==> src/rtl/seq_div32.sv <==
// Multi-cycle unsigned restoring divider: one quotient bit per clock through a
// single (WIDTH+1)-bit subtract step, with a start/done handshake.
module seq_div32 #(
  parameter int WIDTH = 32
) (
  input  logic             clk,
  input  logic             rst,
  input  logic             start,
  input  logic [WIDTH-1:0] dividend,
  input  logic [WIDTH-1:0] divisor,
  output logic             busy,
  output logic             done,
  output logic [WIDTH-1:0] quotient,
  output logic [WIDTH-1:0] remainder,
  output logic             div_by_zero
);

  localparam int CW = $clog2(WIDTH + 1);

  typedef enum logic [1:0] {IDLE, RUN, FIN} state_t;

  state_t           state;
  logic [WIDTH-1:0] q_reg, d_reg;
  logic [WIDTH:0]   r_reg;
  logic [CW-1:0]    cnt;

  logic [WIDTH:0]   r_sh, t, r_next;
  logic [WIDTH-1:0] q_next;
  logic             last_iter;

  // r_reg stays below d_reg, so its top bit is always zero before the shift.
  always_comb begin
    r_sh      = (r_reg << 1) | {{WIDTH{1'b0}}, q_reg[WIDTH-1]};
    t         = r_sh - {1'b0, d_reg};
    r_next    = t[WIDTH] ? r_sh : t;
    q_next    = {q_reg[WIDTH-2:0], ~t[WIDTH]};
    last_iter = (cnt == CW'(WIDTH - 1));
  end

  always_ff @(posedge clk) begin
    if (rst) begin
      state       <= IDLE;
      q_reg       <= '0;
      d_reg       <= '0;
      r_reg       <= '0;
      cnt         <= '0;
      busy        <= 1'b0;
      done        <= 1'b0;
      quotient    <= '0;
      remainder   <= '0;
      div_by_zero <= 1'b0;
    end else begin
      case (state)
        IDLE, FIN: begin
          done <= 1'b0;
          if (start) begin
            q_reg <= dividend;
            d_reg <= divisor;
            r_reg <= '0;
            cnt   <= '0;
            if (divisor == '0) begin
              // Zero divisor skips the iterations and reports immediately.
              state       <= FIN;
              done        <= 1'b1;
              quotient    <= '1;
              remainder   <= dividend;
              div_by_zero <= 1'b1;
            end else begin
              state       <= RUN;
              busy        <= 1'b1;
              div_by_zero <= 1'b0;
            end
          end else begin
            state <= IDLE;
          end
        end
        RUN: begin
          q_reg <= q_next;
          r_reg <= r_next;
          if (cnt != CW'(WIDTH)) cnt <= cnt + 1'b1;
          if (last_iter) begin
            state     <= FIN;
            busy      <= 1'b0;
            done      <= 1'b1;
            quotient  <= q_next;
            remainder <= r_next[WIDTH-1:0];
          end
        end
        default: state <= IDLE;
      endcase
    end
  end

endmodule

==> config.mk <==
export PLATFORM = sky130hd
export DESIGN_NAME = seq_div32
export DESIGN_NICKNAME = d
export VERILOG_FILES = /design/src/rtl/seq_div32.sv
export SDC_FILE = /design/constraint.sdc
export NUM_CORES = 1
export LEC_CHECK = 0
export ABC_AREA = 1
export CORE_AREA = 2 2 114 171
export CTS_CLUSTER_SIZE = 28
export DETAILED_ROUTE_END_ITERATION = 8
export DIE_AREA = 0 0 116 173
export PLACE_DENSITY = 0.76
export SLEW_MARGIN = 15
export SYNTH_ARGS = -nofsm -noshare
export SYNTH_HDL_FRONTEND = slang
export SYNTH_SLANG_ARGS = --single-unit
==> constraint.sdc <==
create_clock -name clk -period 2.5 [get_ports clk]
set_input_delay 0.25 -clock clk [delete_from_list [all_inputs] [get_ports clk]]
set_output_delay 0.25 -clock clk [all_outputs]
set_load 0.03 [all_outputs]
==> results_dict.tcl, run 1 <==
set metrics [dict create \
    ant_nets 0 \
    clkTransAtPathRegs_ns 0.08 \
    clk_path_buf_depth 2 \
    grt_usage_pct 30.1 \
    grt_pass1_vias 9717 \
    io_pins 134 \
    synth_edf_count 0 \
    place_hpwl_mm 22.7 \
    yosysUniqueCellTypes 37 \
    setup_ws_ns 0.119 \
    viasPerCell 5.13 \
    root_buffer "clkbuf_16" \
    hold_buffers 0 \
    fin_nets 1875 \
    p_leak_nw 6.40 \
    synthesis.area_per_instance_um2 6.19 \
    arrival_ns 2.77 \
    postCtsResizedCells 0 \
    first_iter_violations 907 \
    hold_path_class "in2reg" \
    io_buffer_count 133 \
    finalCritPeriodShare_pct 95.2 \
    dr.pass1.iters 5 \
    antenna_cells 0 \
    path_max_fanout 6 \
    numClockSinks 171 \
    worst_slew_pin_slew_ns 0.759 \
    vdd_ir_drop_max_mv 0.368 \
    setup_viol 0 \
    grt_max_degree 91 \
    worst_setup_path_start_kind "register" \
    p_int_mw 4.97 \
    pwr-share-seq_pct 40.0 \
    pwr_density_cell_mw_per_mm2 586 \
    comb_power_share_pct 23.6 \
    post-route-min-period_ns 2.38 \
    gp_congestion 0.948 \
    syn2layout_area_growth_pct 24.7 \
    fmax_mhz 420 \
    postCtsSetupBuffers 0 \
    wl_per_cell_um 14.9 \
    num_rows 61 \
    setup_tns_ns 0 \
    final.setup_skew_ns 0.0132 \
    pre_cts_ws_ns 0.0710 \
    power_switching_mw 2.46 \
    yosys_warnings 0 \
    synthArstFlopShare_pct 0 \
    cap_violations 0 \
    num_vias 10447 \
    yosys_most_used_dff "dfxtp_1" \
    drv_slew 0 \
    cts-buffers-inserted 17 \
    antenna_found_initial 0 \
    dp.cells 2005 \
    rsz0062_at_grt "yes" \
    endpoint_kind "register" \
    cts_tree "built" \
    grt_pass1_wl_mm 47.5 \
    initial_utilization_pct 55.1 \
    seq_area_frac_synth_pct 33.7 \
    status "finished clean" \
    htree_levels 4 \
    syn_area_mm2 0.0102 \
    synth_nets 1746 \
    clkPwrFrac_pct 36.4 \
    drive_gt1_share_pct 7.17 \
    die_w_um 116 \
    die_area_mm2 0.0201 \
    cp.required_ns 2.89 \
    synth_cells 1644 \
    die_y_um 173 \
    instances_no_fill 2038 \
    drc 0 \
    hold_viol 0 \
    netSwitchingFraction_pct 33.1 \
    grt_overflow_total 0 \
    wirelength_mm 30.3 \
    core_mm2 0.0185 \
    worstSkewPairLatency_ns 0.45 \
    ys_ff_latch 171 \
    max_slew_margin_pct 49.4 \
    crit_type "reg2reg" \
]
-- Yosys cell counts, types with 2 or more instances --
cell type  number  area share, %
nand2_4         2           0.22
and2_1          6           0.37
nand2_2         2           0.12
nor2_1        205            7.6
nor3_1         13           0.64
a21o_1          2           0.15
dfxtp_1       171             34
o21ai_1         4           0.20
o21ai_0        73            3.6
buf_6           7           0.78
ha_1           34            4.2
xor2_1         14            1.2
buf_2          20           0.98
clkbuf_1       37            1.4
or2_2           2           0.12
a21oi_1        89            4.4
nand3_2        10           0.98
a31oi_1        31            1.9
nand4_1         9           0.55
nand2_1       403             15
a211oi_1       22            1.6
nand3_1       152            7.5
buf_1           7           0.26
inv_1         316             12
-- critical path: stages, from the launching register on --
cell	delay, ns
dfxtp_1	0.34
inv_1	0.05
ha_1	0.22
fa_2	0.35
inv_1	0.07
nand2_1	0.05
nand2_1	0.07
nand3_1	0.06
nand2_1	0.09
nand2_1	0.05
nand2_1	0.09
nand2_2	0.08
nand2_2	0.09
nand2_2	0.07
nand2_4	0.15
clkbuf_16	0.17
nand3_2	0.12
nand3_2	0.11
nand2_1	0.05
inv_1	0.07
-- cells by family after synthesis --
family	Yosys count	synth area share, %
AO/OA/AOI/OAI	224	12.2
XOR/XNOR	15	1.29
adder cells (fa/ha/maj)	35	4.38
buffers and inverters	391	15.3
flip-flops	171	33.7
AND/OR/NAND/NOR	808	33.2
-- metrics by stage --
stage                     area (um2)  power [mW]  utilization (%)  hold slack, ns
after floorplan                10200        4.11                -           0.385
after detailed placement       12000        4.75             64.7           0.455
final                          12700        7.44             68.7           0.356
after global placement         12000        4.72             64.7           0.448
after global routing           12700        7.78             68.7           0.395
after CTS                      12600        7.44             68.0           0.352
-- layer usage --
layer	vias up	share of wire (%)	routed length [um]	track usage, %
met5	-	0	0	0
met1	4751	42	12700	37.2
met2	277	50	15300	52.5
met4	0	3.3	1000	11.2
met3	53	4.4	1350	4.03
li1	5366	-	-	-
-- power by group through the flow --
stage / registers [mW] / clock network [mW] / logic (mW)
6_report: 2.97 / 2.71 / 1.75
5_1_grt: 2.99 / 2.85 / 1.94
4_1_cts: 2.97 / 2.74 / 1.72
3_5_place_dp: 3.03 / 0 / 1.71
3_3_place_gp: 3.03 / 0 / 1.69
2_1_floorplan: 3.15 / 0 / 0.960
-- worst paths after layout --
path / from / slack [ns] / to / depth (start not counted)
max reg2reg: q_reg[31] / 0.12 / r_reg[18] / 19
min: rst / 0.36 / r_reg[16] / 4
max: q_reg[31] / 0.12 / r_reg[18] / 19
min reg2reg: d_reg[7] / 0.46 / d_reg[7] / 2
-- cells in the final DEF, fill, tap and decap left out, types with 2 or more instances in the layout --
cell type,count
nor2_1,202
a21oi_1,88
or2_2,2
inv_8,5
xor2_1,14
o21ai_1,4
ha_1,32
nand2_1,398
nand3_2,20
inv_2,2
nor2_4,2
buf_12,10
inv_1,315
and2_1,6
clkdlybuf4s50_1,132
ha_4,2
a211oi_1,22
nor3_1,13
nor2_2,2
nand2_4,2
clkbuf_16,18
inv_6,4
a31oi_1,31
clkinv_4,4
nand2_2,7
nand3_1,142
buf_4,37
o21ai_0,73
a21o_1,2
dfxtp_1,170
nand4_1,9
-- layout make-up --
class	count	area [um2]
Clock buffer	17	425
Clock inverter	15	171
Multi-Input combinational cell	1082	5300
Inverter	319	1200
Tap cell	252	315
Fill cell	1763	5790
Sequential cell	171	3420
Timing Repair Buffer	182	1840
(Power assumes the default switching activity.)
==> run 2: changes to the inputs <==
--- a/config.mk
+++ b/config.mk
@@ -11,6 +11,7 @@
 export DETAILED_ROUTE_END_ITERATION = 8
 export DIE_AREA = 0 0 116 173
 export PLACE_DENSITY = 0.76
+export SETUP_SLACK_MARGIN = 0.3
 export SLEW_MARGIN = 15
 export SYNTH_ARGS = -nofsm -noshare
 export SYNTH_HDL_FRONTEND = slang
==> constraint.sdc (replaced) <==
create_clock -name clk -period 2.5 [get_ports clk]
set_input_delay 0.25 -clock clk [delete_from_list [all_inputs] [get_ports clk]]
set_output_delay 0.25 -clock clk [all_outputs]
set_load 0.005 [all_outputs]
==> results_dict.tcl, run 2 (synthesis gave the netlist of run 1 again) <==
set metrics [dict create \
    drv_slew 0 \
    p_leak_nw 6.75 \
    r2r-start "r_reg[14]" \
    rr_endpoint "r_reg[9]" \
    grt_overflow_total 0 \
    die_w_um 116 \
    crit_buf_inv 4 \
    worst_slew_pin_slew_ns 0.797 \
    dr.pass1.iters 5 \
    antenna_cells 0 \
    comb_power_share_pct 24.7 \
    crit_type "reg2reg" \
    syn2layout_area_growth_pct 36.9 \
    crit_path_top_delay_cell "dfxtp_1" \
    htree_levels 4 \
    worstHoldStart "rst" \
    viasPerCell 5.45 \
    fin_nets 1890 \
    fmax_mhz 408 \
    arrival_ns 2.80 \
    path_max_fanout 6 \
    antenna_found_initial 0 \
    mostFrequentLayoutCell "nand2_1" \
    vdd_ir_drop_max_mv 0.370 \
    grt_usage_pct 31.6 \
    initial_utilization_pct 55.1 \
    root_buffer "clkbuf_16" \
    min_to "r_reg[13]" \
    status "finished clean" \
    grt_pass1_wl_mm 49.8 \
    gp_congestion 0.948 \
    rr_worst_depth 17 \
    die_y_um 173 \
    ant_nets 0 \
    hold_viol 0 \
    fill_cells 1461 \
    num_rows 61 \
    numClockSinks 171 \
    final_cell_mix "nand2_1 (382), inv_1 (310), nor2_1 (196)" \
    fin_area_mm2 0.0139 \
    cts-buffers-inserted 17 \
    max_slew_margin_pct 46.9 \
    grt_pass1_vias 10173 \
    p_int_mw 5.07 \
    worstSkewPairLatency_ns 0.45 \
    finalCoreUtilization_pct 75.4 \
    clk_path_buf_depth 2 \
    wl_per_cell_um 16.9 \
    hold_path_class "in2reg" \
    rsz0062_at_grt "yes" \
    drive_gt1_share_pct 16.0 \
    clkPwrFrac_pct 35.9 \
    endpoint_kind "register" \
    instances_no_fill 2053 \
    worst_path_largest_cell_delay_ns 0.46 \
    io_buffer_count 133 \
    place_hpwl_mm 22.7 \
    post-route-min-period_ns 2.45 \
    power_switching_mw 2.51 \
    netSwitchingFraction_pct 33.1 \
    finalCritPeriodShare_pct 98.1 \
    core_mm2 0.0185 \
    grt_max_degree 91 \
    io_pins 134 \
    pwr-share-seq_pct 39.3 \
    cts_tree "built" \
    postPlaceCellArea_mm2 0.0120 \
    pwr_density_cell_mw_per_mm2 544 \
    worstHoldPathCells 4 \
    setup_tns_ns 0 \
    num_vias 11180 \
    rrSetupSlack_ns 0.05 \
    cp.required_ns 2.85 \
    setup_viol 0 \
    first_iter_violations 1103 \
    critical-path-top-delay-family "simple AND/OR/NAND/NOR gates" \
    worstPathCellList "ha_4 -> nand2_2 -> inv_1 -> nand2_1 -> nand2_2 -> a21oi_2 -> nand2_2 -> nand2_4 -> nand2_4 -> nand2_4 -> nand2_8 -> buf_12 -> buf_16 -> nand3_2 -> nand3_2 -> nand2_1 -> inv_1" \
    dp.cells 2005 \
    die_area_mm2 0.0201 \
    wirelength_mm 34.7 \
    clkTransAtPathRegs_ns 0.08 \
    cap_violations 0 \
    drc 0 \
    final.setup_skew_ns 0.0109 \
    worst_setup_path_start_kind "register" \
]
[run 2: worst register-to-register path: cells and delay by family, from the launching register on]
family,cells,cell delay (ns)
simple gates,11,1.08
flops,1,0.46
buf+inv,4,0.40
fa+ha+maj,1,0.26
compound gates,1,0.16
[run 2: layout make-up]
cell class | count | area [um2] | area share, %
Timing Repair inverter | 2 | 17.5 | 0.126
Multi-Input combinational cell | 1082 | 6290 | 45.2
Clock inverter | 15 | 171 | 1.23
Clock buffer | 17 | 425 | 3.06
Timing Repair Buffer | 195 | 2040 | 14.7
Inverter | 319 | 1220 | 8.80
Sequential cell | 171 | 3440 | 24.7
Tap cell | 252 | 315 | 2.26
[run 2: power groups by stage]
stage / combinational [mW] / sequential, mW / clock [mW]
2_1_floorplan: 0.960 / 3.02 / 0
3_3_place_gp: 1.57 / 3.03 / 0
3_5_place_dp: 1.59 / 3.03 / 0
4_1_cts: 1.70 / 2.98 / 2.74
5_1_grt: 2.05 / 2.99 / 2.85
6_report: 1.87 / 2.98 / 2.72
[run 2: worst max path at each step]
stage                start            end  slack, ns  cells past startpoint
2_1_floorplan    q_reg[31]       r_reg[2]       0.31                     18
3_3_place_gp   divisor[29]  remainder[14]        0.1                     12
3_5_place_dp    divisor[7]  remainder[14]       0.07                     11
4_1_cts          q_reg[31]      r_reg[18]       0.21                     20
5_1_grt          q_reg[31]      r_reg[31]      -0.03                     19
6_report         r_reg[14]       r_reg[9]       0.05                     17
[run 2: per-layer routing]
metal	vias up	share of wire [%]	track usage [%]
met3	120	5.6	3.75
met1	5177	38	37.8
met4	0	5.2	15.3
li1	5403	-	-
met2	480	51	55.2
met5	-	0	0
[run 2: what timing repair did]
| action | CTS | global route |
|---|---|---|
| setup endpoints to repair | 65 | 96 |
| hold buffers | 0 | 0 |
| buffers inserted | 6 | 3 |
| cloned | 1 | 6 |
| pin swaps | 28 | 35 |
| resized for setup | 96 | 119 |
[run 2: stage by stage]
step / power (mW) / setup slack, ns / hold slack, ns
floorplan: 3.98 / 0.311 / 0.385
global placement: 4.60 / 0.0983 / 0.448
detailed placement: 4.62 / 0.0710 / 0.455
CTS: 7.41 / 0.215 / 0.348
global route: 7.89 / -0.0303 / 0.399
finish: 7.58 / 0.0469 / 0.369
